## src/rtl/baseline_avg_mc.sv

```systemverilog
`default_nettype none
// ============================================================================
// baseline_avg_mc : per-channel 2^L block-average baseline with pulse veto,
//                   plus saturated baseline-subtracted sample stream.
// Revision: 1.0
// ============================================================================
module baseline_avg_mc #(
    parameter int W        = 16,
    parameter int NCH      = 5,
    parameter int MAX_LOG2 = 21
) (
    input  logic             clk,
    input  logic             reset,
    input  logic             enable,
    input  logic [NCH*W-1:0] din,
    input  logic             din_valid,
    input  logic [4:0]       log2_win,
    input  logic             veto_en,
    input  logic [W-1:0]     veto_thr,
    output logic [NCH*W-1:0] baseline,
    output logic             baseline_valid,
    output logic [NCH-1:0]   window_rejected,
    output logic [NCH*W-1:0] dout,
    output logic             dout_valid
);

    localparam int         ACC_W   = W + MAX_LOG2;
    localparam int         CNT_W   = MAX_LOG2 + 1;
    localparam logic [4:0] C_MAX_L = 5'(MAX_LOG2);

    typedef enum logic [1:0] {
        S_PRIME  = 2'd0,
        S_ACCUM  = 2'd1,
        S_UPDATE = 2'd2
    } state_t;

    state_t             r_state;
    state_t             w_state_nxt;
    logic [NCH*W-1:0]   r_din;
    logic               r_vld;
    logic               r_en;
    logic [4:0]         r_l;
    logic [CNT_W-1:0]   r_cnt;
    logic [4:0]         w_l_new;
    logic [CNT_W-1:0]   w_lim;
    logic [CNT_W-1:0]   w_lim_new;
    logic [CNT_W-1:0]   w_cnt_inc;
    logic               w_upd;
    logic               w_acc;
    logic               w_veto_act;

    assign w_l_new    = (log2_win > C_MAX_L) ? C_MAX_L : log2_win;
    assign w_lim      = CNT_W'(1) << r_l;
    assign w_lim_new  = CNT_W'(1) << w_l_new;
    assign w_cnt_inc  = r_cnt + 1'b1;
    assign w_upd      = (r_state == S_UPDATE);
    assign w_acc      = r_vld && !w_upd;
    // The priming window has no baseline to compare against, so veto stays off.
    assign w_veto_act = veto_en && (r_state != S_PRIME);

    always_comb begin
        w_state_nxt = r_state;
        case (r_state)
            S_PRIME, S_ACCUM: begin
                if (r_vld && (w_cnt_inc == w_lim)) begin
                    w_state_nxt = S_UPDATE;
                end
            end
            // A sample landing in UPDATE opens the next window; with a
            // 1-sample window it also closes it immediately.
            S_UPDATE: begin
                w_state_nxt = (r_vld && (w_lim_new == CNT_W'(1))) ? S_UPDATE : S_ACCUM;
            end
            default: w_state_nxt = S_PRIME;
        endcase
    end

    always_ff @(posedge clk) begin
        if (reset) begin
            r_state        <= S_PRIME;
            r_din          <= '0;
            r_vld          <= 1'b0;
            r_en           <= 1'b0;
            r_l            <= w_l_new;
            r_cnt          <= '0;
            baseline_valid <= 1'b0;
            dout_valid     <= 1'b0;
        end else begin
            r_din          <= din;
            r_vld          <= din_valid;
            r_en           <= enable;
            r_state        <= w_state_nxt;
            baseline_valid <= w_upd;
            dout_valid     <= r_vld;
            if (w_upd) begin
                r_l   <= w_l_new;
                r_cnt <= r_vld ? CNT_W'(1) : '0;
            end else if (r_vld) begin
                r_cnt <= w_cnt_inc;
            end
        end
    end

    for (genvar c = 0; c < NCH; c++) begin : g_ch
        logic [W-1:0]     w_x;
        logic [ACC_W-1:0] w_x_ext;
        logic [W:0]       w_diff;
        logic [W:0]       w_abs;
        logic             w_hit;
        logic [W-1:0]     w_avg;
        logic [W-1:0]     w_sat;
        logic [W-1:0]     r_bl;
        logic [ACC_W-1:0] r_acc;
        logic             r_flag;
        logic             r_rej;
        logic [W-1:0]     r_dout;

        assign w_x     = r_din[c*W +: W];
        assign w_x_ext = {{MAX_LOG2{w_x[W-1]}}, w_x};
        // One W+1 bit difference serves both the veto magnitude and dout.
        assign w_diff  = {w_x[W-1], w_x} - {r_bl[W-1], r_bl};
        assign w_abs   = w_diff[W] ? (~w_diff + 1'b1) : w_diff;
        assign w_hit   = w_veto_act && (w_abs > {1'b0, veto_thr});
        assign w_avg   = W'($signed(r_acc) >>> r_l);

        always_comb begin
            w_sat = w_diff[W-1:0];
            if (w_diff[W] != w_diff[W-1]) begin
                w_sat = w_diff[W] ? {1'b1, {(W-1){1'b0}}} : {1'b0, {(W-1){1'b1}}};
            end
        end

        always_ff @(posedge clk) begin
            if (reset) begin
                r_acc  <= '0;
                r_flag <= 1'b0;
                r_bl   <= '0;
                r_rej  <= 1'b0;
                r_dout <= '0;
            end else begin
                if (w_upd) begin
                    if (!r_flag) begin
                        r_bl <= w_avg;
                    end
                    r_rej  <= r_flag;
                    r_acc  <= r_vld ? w_x_ext : '0;
                    r_flag <= r_vld && w_hit;
                end else if (w_acc) begin
                    r_acc  <= r_acc + w_x_ext;
                    r_flag <= r_flag || w_hit;
                end
                r_dout <= r_en ? w_sat : '0;
            end
        end

        assign baseline[c*W +: W] = r_bl;
        assign dout[c*W +: W]     = r_dout;
        assign window_rejected[c] = r_rej;
    end

endmodule
`default_nettype wire
```

## config.mk

```make
export PLATFORM = sky130hd
export DESIGN_NAME = baseline_avg_mc
export DESIGN_NICKNAME = d
export VERILOG_FILES = /design/src/rtl/baseline_avg_mc.sv
export SDC_FILE = /design/constraint.sdc
export NUM_CORES = 2
export LEC_CHECK = 0
export CORE_ASPECT_RATIO = 1.4
export CORE_MARGIN = 5
export CORE_UTILIZATION = 55
export DETAILED_ROUTE_END_ITERATION = 10
export GPL_TIMING_DRIVEN = 0
export HOLD_SLACK_MARGIN = 0.1
export PLACE_DENSITY = 0.75
export SYNTH_ARGS = -nofsm -noshare
export SYNTH_HDL_FRONTEND = slang
export SYNTH_SLANG_ARGS = --single-unit
```

## constraint.sdc

```tcl
create_clock -name clk -period 11.3 [get_ports clk]
set_input_delay 1.13 -clock clk [delete_from_list [all_inputs] [get_ports clk]]
set_output_delay 1.13 -clock clk [all_outputs]
set_load 0.005 [all_outputs]
```

==> metrics.txt <==
status=finished with violations; violated checks=max-capacitance violations, max-slew violations; Cell Area, Placed=roughly 45000 um2; clock share of power=34.8%; Hold Path Origin=g_ch[1].r_rej$_SDFFE_PP0P_; RSZ-0062 raised after global routing=false; Rows=about 120; antenna viol nets, final=0; Placement Setup Slack=5.66 ns; Critical Path RT=between 10 and 15 ns; die area=79700 um2; Slew Viols, Final=183; core box area=73700 um2; 1st-pass router iterations=6; Ys Warns=0; area delta synth->final=14.3%; fin nets=5761; worst skew pair latency=~0.66 ns; vias in the first global route=between 40000 and 50000; CP Launch Type=flip-flop; slew margin rel.=-11.9%; clk buf depth=3; Num Clock Sinks=around 470; Yosys top cell by area=dfxtp_1; CTS Buf Count=just over 50; Critical R2R Launch=g_ch[1].r_bl[0]$_SDFFE_PP0P_; Worst Path Arrival=around 6.3 ns; FFs w/ async S/R, synth=0%; Post-DP HPWL=between 150 and 200 mm; power per cell area=116 nW/um2; CP delay by family, top=compound AO/OA/AOI/OAI gates; Switching Fraction=between 30 and 40%; Max Fclk=between 150 and 200 MHz; initial antenna violation count=11; WL/cell=between 30 and 40 um; final setup TNS=0 ns; post-synthesis cell count=4971; Avg Cell Area, Syn=just over 8 um2; Top Ports=~270; Commonest cells post-synth=nand2_1 (489), dfxtp_1 (463), a21oi_1 (426); ys flop type=dfxtp_1; Worst-path clk slew=around 0.07 ns; Synth top area share=22.8%; reg2reg path depth=25; Hold Path Class=flip-flop to flip-flop; fin crit period=5.77 ns; Root Driver=clkbuf_16; worst clock skew=0.0327 ns; # fillers=about 6500; share of layout cells above drive strength 1=about 6.4%; Die Y=around 330 um; CP Capture Type=flip-flop; register area=about 9400 um2; PortBufs=roughly 270; initial core utilization=between 50 and 60%; Hold Crit Depth=2; count leader, synth=nand2_1; Synth cell types=97; worst vdd ir=between 100 and 150 uV; Int Power=roughly 3500 uW; Netlist Area Pre-Place=just over 40000 um2; Vias/cell=just under 7; Post-route DRC=0; final hold vios=0; sequential fraction of the synthesis area=a little under a quarter; Flop pwr share=about a third; DR vias=roughly 44000; top post-synthesis cells by area=dfxtp_1 (23%), ha_1 (11%), mux4_2 (8.7%); Comb power frac=~31%; first-pass GRT wire length=between 200 and 300 mm; Finished Cell Area=46500 um2; CP max-delay cell=mux2i_1; largest net degree at the start of global routing=31; Max FO, Critical Path=7; Post-synth EDFFs=5; Crit Path Class=flip-flop to flip-flop; leakage power=between 0.015 and 0.02 uW; Slew @ Worst Pin=1.68 ns; GRT Total Usage=46.4%; violation count after the first detailed-route iteration=between 5000 and 6000; synthesized flop and latch total=around 470; final setup vio count=0; CTS tree=built; die width=approximately 240 um; global route overflow=0; CTS resizes=0; GP Congestion=about 1.1; maxcap violations=16; hold buffers post-CTS=0; Psw=about 1900 uW; crit path launch=g_ch[1].r_bl[0]$_SDFFE_PP0P_; PnR worst setup slack=around 5.5 ns; Hold Worst Slack=0.454 ns; area of the multi-input gates=slightly below 30000 um2; post-CTS setup buffer count=0; stages on the worst setup path=25; fin util=a little over three fifths; Bufs and invs on worst path=1; CP peak stage delay=~0.48 ns; Final period util=51.0%; H-tree depth=2; Synth Net Count=between 5000 and 6000; final wirelength=about 200 mm
stage by stage:
step | total power (uW) | std cells
final | 5400 | 6303
after global routing | 5550 | 6299
after CTS | 5310 | 6298
after detailed placement | 3470 | 6205
after global placement | 3440 | 6202
after floorplan | 2910 | 4971
worst min-delay path: stages, from the launching register on:
cell and delay (ns):
dfxtp_1 0.31, nand2_1 0.05, a21oi_1 0.05
worst paths after layout:
kind | end | slack (ns)
setup reg to reg | g_ch[1].r_flag$_SDFFE_PP0P_ | 5.53
setup / recovery | g_ch[1].r_flag$_SDFFE_PP0P_ | 5.53
hold reg to reg | g_ch[1].r_rej$_SDFFE_PP0P_ | 0.45
hold / removal | g_ch[1].r_rej$_SDFFE_PP0P_ | 0.45
registers in the layout (all words and copies together) (netlist names):
register        cells
g_ch.r_acc        185
g_ch.r_bl          80
g_ch.r_dout        80
r_din              80
r_cnt              22
g_ch.r_flag         5
g_ch.r_rej          5
r_l                 5
r_state             2
baseline_valid      1
dout_valid          1
r_en                1
r_vld               1
metal layers:
metal / track usage, % / vias up / wire, um
met5: 0 / - / 90
met4: 37.2 / 12 / 20900
met3: 12.7 / 947 / 22900
met2: 69.6 / 3115 / 82100
met1: 55.3 / 20600 / 68900
li1: - / 19000 / -
power by group through the flow:
stage	sequential [uW]	combinational (uW)	clock, uW
after floorplan	1810	1090	0
after CTS	1820	1620	1860
after detailed placement	1860	1610	0
after global placement	1850	1590	0
final	1830	1690	1880
after global routing	1830	1790	1930
final cells by class:
class	instances	area share, %
Timing Repair Buffer	275	5.95
Antenna cell	4	0.0215
Inverter	198	1.60
Clock inverter	30	0.919
Multi-Input combinational cell	4020	63.3
Sequential cell	468	20.2
Clock buffer	63	2.99
Buffer	285	2.41
Tap cell	960	2.58
cells by family (layout without fill, tap and decap cells):
kind of cell / after synthesis / after routing / share of synthesized area (%)
AOI/OAI and AO/OA: 1520 / 1520 / 24.0
and+or+nand+nor: 1487 / 1487 / 17.1
buffers and inverters: 483 / 851 / 4.56
DFF: 468 / 468 / 23.1
adders and majority gates: 358 / 358 / 11.2
muxes: 341 / 341 / 13.3
xor gates and xnor gates: 314 / 314 / 6.79
other: 0 / 4 / 0
layout by cell type, fill, tap and decap left out, drive strengths merged, types with 39 or more instances in the layout:
cell           instances
a211oi               123
a21o                 136
a21oi                428
a22oi                100
a31oi                 69
and2                  54
buf                   72
clkbuf               280
clkdlybuf4s50        271
dfxtp                463
ha                   346
inv                  196
mux2i                162
mux4                 158
nand2                490
nand2b                39
nand3                101
nand4                 52
nor2                 422
nor2b                133
nor3                  59
o21a                  47
o21ai                322
xnor2                195
xor2                 119
No activity file was read; power rests on OpenSTA's default activity.
